`config.mk`:
```
export PLATFORM = sky130hd
export DESIGN_NAME = lc3_decode_issue
export DESIGN_NICKNAME = d
export VERILOG_FILES = /design/src/rtl/lc3_decode_issue.sv
export SDC_FILE = /design/constraint.sdc
export NUM_CORES = 1
export LEC_CHECK = 0
export ABC_CLOCK_PERIOD_IN_PS = 1900
export BUFFER_PORTS_ARGS = -buffer_cell sky130_fd_sc_hd__buf_2
export CAP_MARGIN = 0
export CORE_ASPECT_RATIO = 1.75
export CORE_MARGIN = 1.5
export CORE_UTILIZATION = 46
export DETAILED_ROUTE_END_ITERATION = 12
export PLACE_DENSITY = 0.77
export SLEW_MARGIN = 20
export SYNTH_ARGS = -nofsm -noshare
export SYNTH_HDL_FRONTEND = slang
export SYNTH_SLANG_ARGS = --single-unit
```
`constraint.sdc`:
```
create_clock -name clk -period 1.9 [get_ports clk]
set_clock_uncertainty 0.15 [all_clocks]
set_input_delay 0.285 -clock clk [delete_from_list [all_inputs] [get_ports clk]]
set_output_delay 0.285 -clock clk [all_outputs]
set_load 0.01 [all_outputs]
```
`src/rtl/lc3_decode_issue.sv`:
```
// LC-3 decode/issue stage: sequences fetch, captures the instruction word,
// decodes fields for the fetch unit and execute stage.
// Ports: clk, rst (async, active-high), run, mem_data_in[15:0], exec_done ->
//   fetch_start, opCode_out[3:0], offset_out[8:0], br_nzp[2:0], dr_out[2:0],
//   sr1_out[2:0], sr2_out[2:0], imm_out[15:0], instr_valid, halted, illegal.
module lc3_decode_issue #(
  parameter int MEM_LAT = 2
) (
  input  logic        clk,
  input  logic        rst,
  input  logic        run,
  input  logic [15:0] mem_data_in,
  input  logic        exec_done,
  output logic        fetch_start,
  output logic [3:0]  opCode_out,
  output logic [8:0]  offset_out,
  output logic [2:0]  br_nzp,
  output logic [2:0]  dr_out,
  output logic [2:0]  sr1_out,
  output logic [2:0]  sr2_out,
  output logic [15:0] imm_out,
  output logic        instr_valid,
  output logic        halted,
  output logic        illegal
);

  typedef enum logic [2:0] {
    IDLE, FETCH, WAIT_MEM, DECODE, ISSUE, HALT
  } state_t;

  localparam logic [2:0] CNT_INIT = 3'(MEM_LAT - 1);
  localparam logic [15:0] TRAP_HALT = 16'hF025;

  state_t      state_q, state_d;
  logic [2:0]  cnt_q, cnt_d;
  logic [15:0] ir_q, ir_d;
  logic [3:0]  op_q, op_d;
  logic [8:0]  off_q, off_d;
  logic [2:0]  nzp_q, nzp_d;
  logic [2:0]  sr1_q, sr1_d;
  logic [2:0]  sr2_q, sr2_d;
  logic [15:0] imm_q, imm_d;
  logic        halted_q, halted_d;
  logic        ill_q, ill_d;

  logic [3:0]  ir_op;
  logic        op_alu;
  logic        op_mem;
  logic        op_jsr;
  logic        op_trap;
  logic        op_bad;
  logic [15:0] imm_dec;

  assign ir_op   = ir_q[15:12];
  assign op_alu  = (ir_op == 4'b0001) || (ir_op == 4'b0101);
  assign op_mem  = (ir_op == 4'b0110) || (ir_op == 4'b0111);
  assign op_jsr  = (ir_op == 4'b0100) && ir_q[11];
  assign op_trap = (ir_op == 4'b1111);
  assign op_bad  = (ir_op == 4'b1000) || (ir_op == 4'b1101);

  // Immediate width depends on opcode; default is the 9-bit PC offset.
  always_comb begin
    imm_dec = {{7{ir_q[8]}}, ir_q[8:0]};
    unique case (1'b1)
      op_alu:  imm_dec = {{11{ir_q[4]}}, ir_q[4:0]};
      op_mem:  imm_dec = {{10{ir_q[5]}}, ir_q[5:0]};
      op_jsr:  imm_dec = {{5{ir_q[10]}}, ir_q[10:0]};
      op_trap: imm_dec = {8'h00, ir_q[7:0]};
      default: ;
    endcase
  end

  always_comb begin
    state_d  = state_q;
    cnt_d    = cnt_q;
    ir_d     = ir_q;
    op_d     = op_q;
    off_d    = off_q;
    nzp_d    = nzp_q;
    sr1_d    = sr1_q;
    sr2_d    = sr2_q;
    imm_d    = imm_q;
    halted_d = halted_q;
    ill_d    = ill_q;
    unique case (state_q)
      IDLE: begin
        if (run) state_d = FETCH;
      end
      FETCH: begin
        state_d = WAIT_MEM;
        cnt_d   = CNT_INIT;
      end
      WAIT_MEM: begin
        if (cnt_q == 3'd0) begin
          ir_d    = mem_data_in;
          state_d = DECODE;
        end else begin
          cnt_d = cnt_q - 3'd1;
        end
      end
      DECODE: begin
        op_d  = ir_op;
        off_d = ir_q[8:0];
        nzp_d = ir_q[11:9];
        sr1_d = ir_q[8:6];
        sr2_d = ir_q[2:0];
        imm_d = imm_dec;
        if (op_bad) begin
          ill_d    = 1'b1;
          halted_d = 1'b1;
          state_d  = HALT;
        end else begin
          state_d = ISSUE;
        end
      end
      ISSUE: begin
        if (exec_done) begin
          if (ir_q == TRAP_HALT) begin
            halted_d = 1'b1;
            state_d  = HALT;
          end else if (run) begin
            state_d = FETCH;
          end else begin
            state_d = IDLE;
          end
        end
      end
      HALT: ;
      default: state_d = IDLE;
    endcase
  end

  always_ff @(posedge clk or posedge rst) begin
    if (rst) begin
      state_q  <= IDLE;
      cnt_q    <= 3'd0;
      ir_q     <= 16'h0000;
      op_q     <= 4'h0;
      off_q    <= 9'h000;
      nzp_q    <= 3'h0;
      sr1_q    <= 3'h0;
      sr2_q    <= 3'h0;
      imm_q    <= 16'h0000;
      halted_q <= 1'b0;
      ill_q    <= 1'b0;
    end else begin
      state_q  <= state_d;
      cnt_q    <= cnt_d;
      ir_q     <= ir_d;
      op_q     <= op_d;
      off_q    <= off_d;
      nzp_q    <= nzp_d;
      sr1_q    <= sr1_d;
      sr2_q    <= sr2_d;
      imm_q    <= imm_d;
      halted_q <= halted_d;
      ill_q    <= ill_d;
    end
  end

  assign fetch_start = (state_q == FETCH);
  assign instr_valid = (state_q == ISSUE);
  assign opCode_out  = op_q;
  assign offset_out  = off_q;
  assign br_nzp      = nzp_q;
  assign dr_out      = nzp_q;
  assign sr1_out     = sr1_q;
  assign sr2_out     = sr2_q;
  assign imm_out     = imm_q;
  assign halted      = halted_q;
  assign illegal     = ill_q;

endmodule

```
==> results of run 1 <==
what timing repair did:
action                                 CTS  global route
hold buffers                             1             0
gates resized for setup                  0            18
endpoints found under the hold margin   15             0
setup endpoints to repair                0            16
setup buffers                            0             4
state kept, by name, indices dropped and copies added (netlist names):
name        flops
cnt_q           3
imm_out         6
halted          1
br_nzp          3
ir_q           16
opCode_out      4
illegal         1
state_q         3
offset_out      9
how the worst min path moves through the flow:
stage                                from        to  slack [ns]
after floorplan           mem_data_in[15]  ir_q[15]        0.25
after global placement                rst  cnt_q[2]        0.13
after detailed placement              rst  cnt_q[0]        0.13
after CTS                 mem_data_in[15]  ir_q[15]        0.03
after global routing      mem_data_in[15]  ir_q[15]        0.04
final                     mem_data_in[15]  ir_q[15]        0.04
power groups by stage:
stage | Combinational, uW | Clock, uW | Sequential [uW]
final | 2050 | 577 | 1890
after global routing | 2250 | 639 | 1970
after CTS | 1880 | 591 | 1880
after detailed placement | 1870 | 0 | 1900
after global placement | 1800 | 0 | 1890
after floorplan | 1410 | 0 | 1850
per-stage QoR:
step	total power (uW)	setup WS, ns
2_1_floorplan	3260	0.00742
3_3_place_gp	3690	0.105
3_5_place_dp	3770	0.0379
4_1_cts	4340	0.0159
5_1_grt	4860	-0.0524
6_report	4510	-0.00729
final cells by class:
cell class / instances / area, sq um / share of cell area, %
timing repair buffer: 77 / 463 / 17.3
sequential: 46 / 1150 / 43.0
multi-input combinational: 106 / 895 / 33.4
tap: 52 / 65.1 / 2.43
clock inverter: 2 / 15.0 / 0.560
clock buffer: 5 / 68.8 / 2.57
inverter: 6 / 22.5 / 0.840
per-layer routing:
metal  up-vias  part of all wire [%]  wire (microns)
met5         -                     0               0
met4         0                   3.8             174
met3        15                   3.3             152
met2        46                    55            2530
met1       778                    38            1770
li1        754                     -               -
critical path, stage by stage (launching register included):
cell	delay, ns
dfrtp_1	0.41
inv_2	0.09
ha_4	0.13
ha_4	0.15
nand2_4	0.05
nor3_4	0.27
clkbuf_16	0.21
mux2_2	0.33
layout by cell type (no fill, tap or decap), types with 3 or more instances in the layout:
cell      netlist  final
nand3_1         3      3
o21ai_0        11     11
mux2_2         31     22
dfrtp_1        46     46
buf_2           2     64
inv_1           6      3
clkbuf_8        0      5
buf_4          19      9
nand2b_1        3      3
mux2_4          0      9
nor2_1          5      5
a21oi_1         3      3
inv_2           0      3
nand2_1        12     11
a22oi_1         6      6
cell families (layout without fill, tap and decap cells):
| group | Yosys count | in the layout | share of synthesized area, % |
|---|---|---|---|
| and+or+nand+nor | 40 | 40 | 10.3 |
| AOI/OAI and AO/OA | 30 | 30 | 8.78 |
| DFF | 46 | 46 | 52.8 |
| adders and majority gates | 2 | 2 | 1.15 |
| buffers and inverters | 35 | 90 | 9.75 |
| xor gates and xnor gates | 3 | 3 | 1.21 |
| muxes | 31 | 31 | 16.0 |
==> results.sh, run 1 <==
export IMPL_antenna_found_initial=0
export IMPL_swShare_pct=38.2
export IMPL_arrival_ns=1.95
export IMPL_cp_startpoint="cnt_q[1]"
export IMPL_cts_root_buffer="clkbuf_8"
export IMPL_final_hold_violation_count=0
export IMPL_grt_max_degree=32
export IMPL_fin_crit_sh_pct=100
export IMPL_cp_required_ns=1.94
export IMPL_die_y_microns=94.1
export IMPL_synth_fp_nets=209
export IMPL_syn_inst=187
export IMPL_relSlewSlack_pct=66.1
export IMPL_cts_tree="built"
export IMPL_fin_ws_ns=-0.00729
export IMPL_grt_pass1_wl_microns=7190
export IMPL_r2r_slack_ns=-0.007
export IMPL_hp_class="primary input to flop"
export IMPL_synth_common_cells="dfrtp_1 (46), mux2_2 (31), buf_4 (19), nand2_1 (12), o21ai_0 (11)"
export IMPL_placed_area_sq_um=2460
export IMPL_cts_sinks=46
export IMPL_r2r_end="ir_q[1]"
export IMPL_setup_tns_final_ns=-0.0122
export IMPL_num_vias=1593
export IMPL_stdcell_area_sq_um=2680
export IMPL_finalWirelength_microns=4630
export IMPL_fp_row_count=33
export IMPL_p_leak_uw=0.00130
export IMPL_power_density_nw_per_um2=1680
export IMPL_grt_pass1_vias=1535
export IMPL_cp_max_fo=8
export IMPL_routedWlPerCell_microns=15.7
export IMPL_ioPinCount=65
export IMPL_coreArea_sq_um=4620
export IMPL_insertion_delay_ns=0.30
export IMPL_grt_use_met1_pct=23.3
export IMPL_avgViaCountPerCell=5.42
export IMPL_synth_ff_type="dfrtp_1"
export IMPL_cts_buffers=5
export IMPL_r2r_start="cnt_q[1]"
export IMPL_hold_path_cell_count=3
export IMPL_synth_area_leaders="dfrtp_1 (53%), mux2_2 (16%), buf_4 (6.5%)"
export IMPL_clkTransAtPathRegs_ns=0.08
export IMPL_gr_total_overflow=0
export IMPL_die_w_microns=55.1
export IMPL_critPathCapture="ir_q[1]"
export IMPL_clockBufferDepth=2
export IMPL_power_frac_clock_pct=12.8
export IMPL_drt_iter0_drc=35
export IMPL_p_sw_uw=1720
export IMPL_drive_gt1_share_pct=50.4
export IMPL_synthArstFlopShare_pct=100
export IMPL_port_buffers=64
export IMPL_synth_seq_cells=46
export IMPL_crit_path_start_kind="flop"
export IMPL_grt_usage_pct=19.3
export IMPL_drcViolationCount=0
export IMPL_worstMarginPinSlew_ns=0.502
export IMPL_hold_ws_ns=0.0405
export IMPL_grt_use_met2_pct=31.2
export IMPL_crit_type="flop to flop"
export IMPL_dpl_hpwl_microns=3310
export IMPL_maxCapViolCount=0
export IMPL_antenna_left=0
export IMPL_postLayoutCoreUtil_pct=58.0
export IMPL_rsz0062_at_grt="true"
export IMPL_setup_viol=5
export IMPL_end_kind="flop"
export IMPL_synth_edf_count=0
export IMPL_synth_distinct_cells=37
export IMPL_synthToLayoutAreaGrowth_pct=22.9
export IMPL_synth_top_area_share_pct=52.8
export IMPL_combPwrFrac_pct=45.3
export IMPL_fill_cells=407
export IMPL_fin_crit_ns=1.91
export IMPL_syn_area_per_cell_sq_um=11.7
export IMPL_instances_no_fill=294
export IMPL_use_met3_pct=3.18
export IMPL_drt_pass1_iterations=4
export IMPL_ff2ff_path_depth=7
export IMPL_synth_warning_count=0
export IMPL_status="complete, but fails checks"
export IMPL_yosysMostFrequentCell="dfrtp_1"
export IMPL_max_freq_mhz=524
export IMPL_grt_busiest_layer="met2"
export IMPL_place_congestion=0.767
export IMPL_initial_utilization_pct=47.2
export IMPL_antenna_cells=0
export IMPL_syn_area_sq_um=2180
export IMPL_peakVddDrop_mv=0.916
export IMPL_slew_violations=0
export IMPL_cts_max_level=2
export IMPL_dp_cells=281
export IMPL_nNetsFinal=264
export IMPL_power_internal_uw=2790
export IMPL_ys_seq_area_share_pct=52.8
export IMPL_synth_top_area_cell="dfrtp_1"
export IMPL_violations="setup timing"
export IMPL_dieArea_sq_um=5180
export IMPL_p_seq_share_pct=41.8
(Power assumes the default switching activity.)
==> run 2: changes to the inputs <==
Settings changed: CORE_MARGIN 1.5 to 4.
==> run 2 against run 1 <==
Net effect: the run now ends clean; first-iteration DRC count fell by 2.9%; clock power rose by 22%; highest routed layer unchanged; via count fell by 3.4%; die area rose by 15%; hold slack improved by 0.021 ns.
==> results.sh, run 2 (synthesized netlist as in run 1, its figures left out) <==
export IMPL_status="finished clean"
export IMPL_antenna_cells=0
export IMPL_p_leak_uw=0.00130
export IMPL_largest_reg_flops=16
export IMPL_antenna_found_initial=0
export IMPL_r2r_start="cnt_q[0]"
export IMPL_placed_area_sq_um=2460
export IMPL_grt_busiest_layer="met2"
export IMPL_num_vias=1539
export IMPL_rsz0062_at_grt="true"
export IMPL_drive_gt1_share_pct=49.4
export IMPL_postLayoutCoreUtil_pct=60.0
export IMPL_cp_slowest_cell="dfrtp_1"
export IMPL_worstHoldStart="mem_data_in[3]"
export IMPL_setup_viol=0
export IMPL_instances_no_fill=294
export IMPL_r2r_end="ir_q[0]"
export IMPL_cp_required_ns=1.94
export IMPL_dpl_hpwl_microns=3340
export IMPL_r2r_slack_ns=0.02
export IMPL_grt_usage_pct=16.3
export IMPL_power_frac_clock_pct=15.4
export IMPL_cts_sinks=46
export IMPL_antenna_left=0
export IMPL_synthToLayoutAreaGrowth_pct=23.4
export IMPL_insertion_delay_ns=0.30
export IMPL_cp_max_fo=7
export IMPL_dieArea_sq_um=5950
export IMPL_grt_pass1_vias=1555
export IMPL_die_w_microns=60.1
export IMPL_pre_cts_ws_ns=0.0713
export IMPL_finalWirelength_microns=4730
export IMPL_drt_pass1_iterations=4
export IMPL_slew_violations=0
export IMPL_cts_max_level=2
export IMPL_use_met3_pct=3.80
export IMPL_power_internal_uw=2880
export IMPL_port_buffers=64
export IMPL_die_y_microns=99.1
export IMPL_cts_tree="built"
export IMPL_max_freq_mhz=532
export IMPL_cp_top_family="flip-flops"
export IMPL_crit_type="flop to flop"
export IMPL_fin_crit_ns=1.88
export IMPL_relSlewSlack_pct=60.3
export IMPL_clockBufferDepth=2
export IMPL_grt_max_degree=44
export IMPL_power_density_nw_per_um2=1700
export IMPL_whs_endpoint="ir_q[3]"
export IMPL_peakVddDrop_mv=0.810
export IMPL_hp_class="primary input to flop"
export IMPL_gr_total_overflow=0
export IMPL_drt_iter0_drc=34
export IMPL_fp_row_count=32
export IMPL_ioPinCount=65
export IMPL_dp_cells=280
export IMPL_hold_path_cell_count=2
export IMPL_end_kind="flop"
export IMPL_layout_common_cells="buf_2 (64), dfrtp_1 (46), mux2_2 (30)"
export IMPL_fin_ws_ns=0.0206
export IMPL_stdcell_area_sq_um=2690
export IMPL_cts_buffers=5
export IMPL_swShare_pct=37.1
export IMPL_maxCapViolCount=0
export IMPL_routedWlPerCell_microns=16.1
export IMPL_p_sw_uw=1700
export IMPL_p_seq_share_pct=41.1
export IMPL_ff2ff_path_depth=8
export IMPL_grt_use_met2_pct=28.2
export IMPL_combPwrFrac_pct=43.5
export IMPL_drcViolationCount=0
export IMPL_crit_chain="inv_2 > ha_2 > ha_4 > nand2_4 > nor3_4 > buf_12 > clkbuf_16 > mux2_2"
export IMPL_grt_use_met1_pct=17.5
export IMPL_grt_pass1_wl_microns=7210
export IMPL_clkTransAtPathRegs_ns=0.08
export IMPL_crit_path_start_kind="flop"
export IMPL_initial_utilization_pct=48.6
export IMPL_final_hold_violation_count=0
export IMPL_final_common_cell="buf_2"
export IMPL_regMostFlops="ir_q"
export IMPL_cts_root_buffer="clkbuf_8"
export IMPL_arrival_ns=1.92
export IMPL_avgViaCountPerCell=5.23
export IMPL_nNetsFinal=264
export IMPL_worstMarginPinSlew_ns=0.588
export IMPL_fin_crit_sh_pct=98.9
export IMPL_critPathBufInv=3
export IMPL_place_congestion=0.720
export IMPL_slowest_delay_ns=0.38
export IMPL_setup_tns_final_ns=0
export IMPL_coreArea_sq_um=4480
[run 2: changes by cell type in the layout (fill, tap and decap cells not counted), sizes merged]
| cell | delta |
|---|---|
| clkbuf | +3 |
| clkinvlp | -2 |
| bufinv | +1 |
| buf | -1 |
[run 2: layout make-up]
type                    count  area, sq um
clock buffers               7         76.3
well taps                  51         63.8
repair buffers             77          493
flip-flops and latches     46         1150
inverters                   6         22.5
fillers                   380         1790
clock inverters             1         30.0
multi-input cells         106          855
[run 2: worst max-delay path by stage]
stage | from | to | slack, ns | cells past startpoint
floorplan | cnt_q[0] | ir_q[0] | 0.007 | 7
global placement | cnt_q[0] | ir_q[13] | 0.1 | 7
detailed placement | cnt_q[0] | ir_q[12] | 0.07 | 7
CTS | cnt_q[0] | ir_q[12] | 0.03 | 7
global route | cnt_q[1] | ir_q[4] | -0.03 | 8
finish | cnt_q[0] | ir_q[0] | 0.02 | 8
[run 2: timing repair]
action	4_1_cts	5_1_grt
setup buffers	0	3
endpoints found under the hold margin	46	0
hold buffers	1	0
endpoints found under the setup margin	1	15
gates resized for setup	1	7
gates cloned	0	2
[run 2: per-stage QoR]
step	total power [uW]	hold slack (ns)
floorplan	3260	0.252
global placement	3700	0.0115
detailed placement	3770	0.0147
CTS	4480	0.0596
global route	4890	0.0578
finish	4580	0.0611
[run 2: layer usage]
metal,share of wire (%),up-vias
met4,2.5,0
met1,37,756
met2,57,31
met5,0,-
li1,-,743
met3,3.5,9
[run 2: worst register-to-register path, delay by kind of cell (launching register included)]
kind	cells	cell delay (ns)
AND/OR/NAND/NOR	2	0.21
multiplexers	1	0.33
buffers and inverters	3	0.36
adder cells (fa/ha/maj)	2	0.35
flip-flops	1	0.38
[run 2: power groups by stage]
stage,clock [uW],sequential [uW],combinational (uW)
floorplan,0,1850,1410
global placement,0,1880,1830
detailed placement,0,1890,1880
CTS,716,1880,1890
global route,755,1950,2190
finish,705,1880,1990
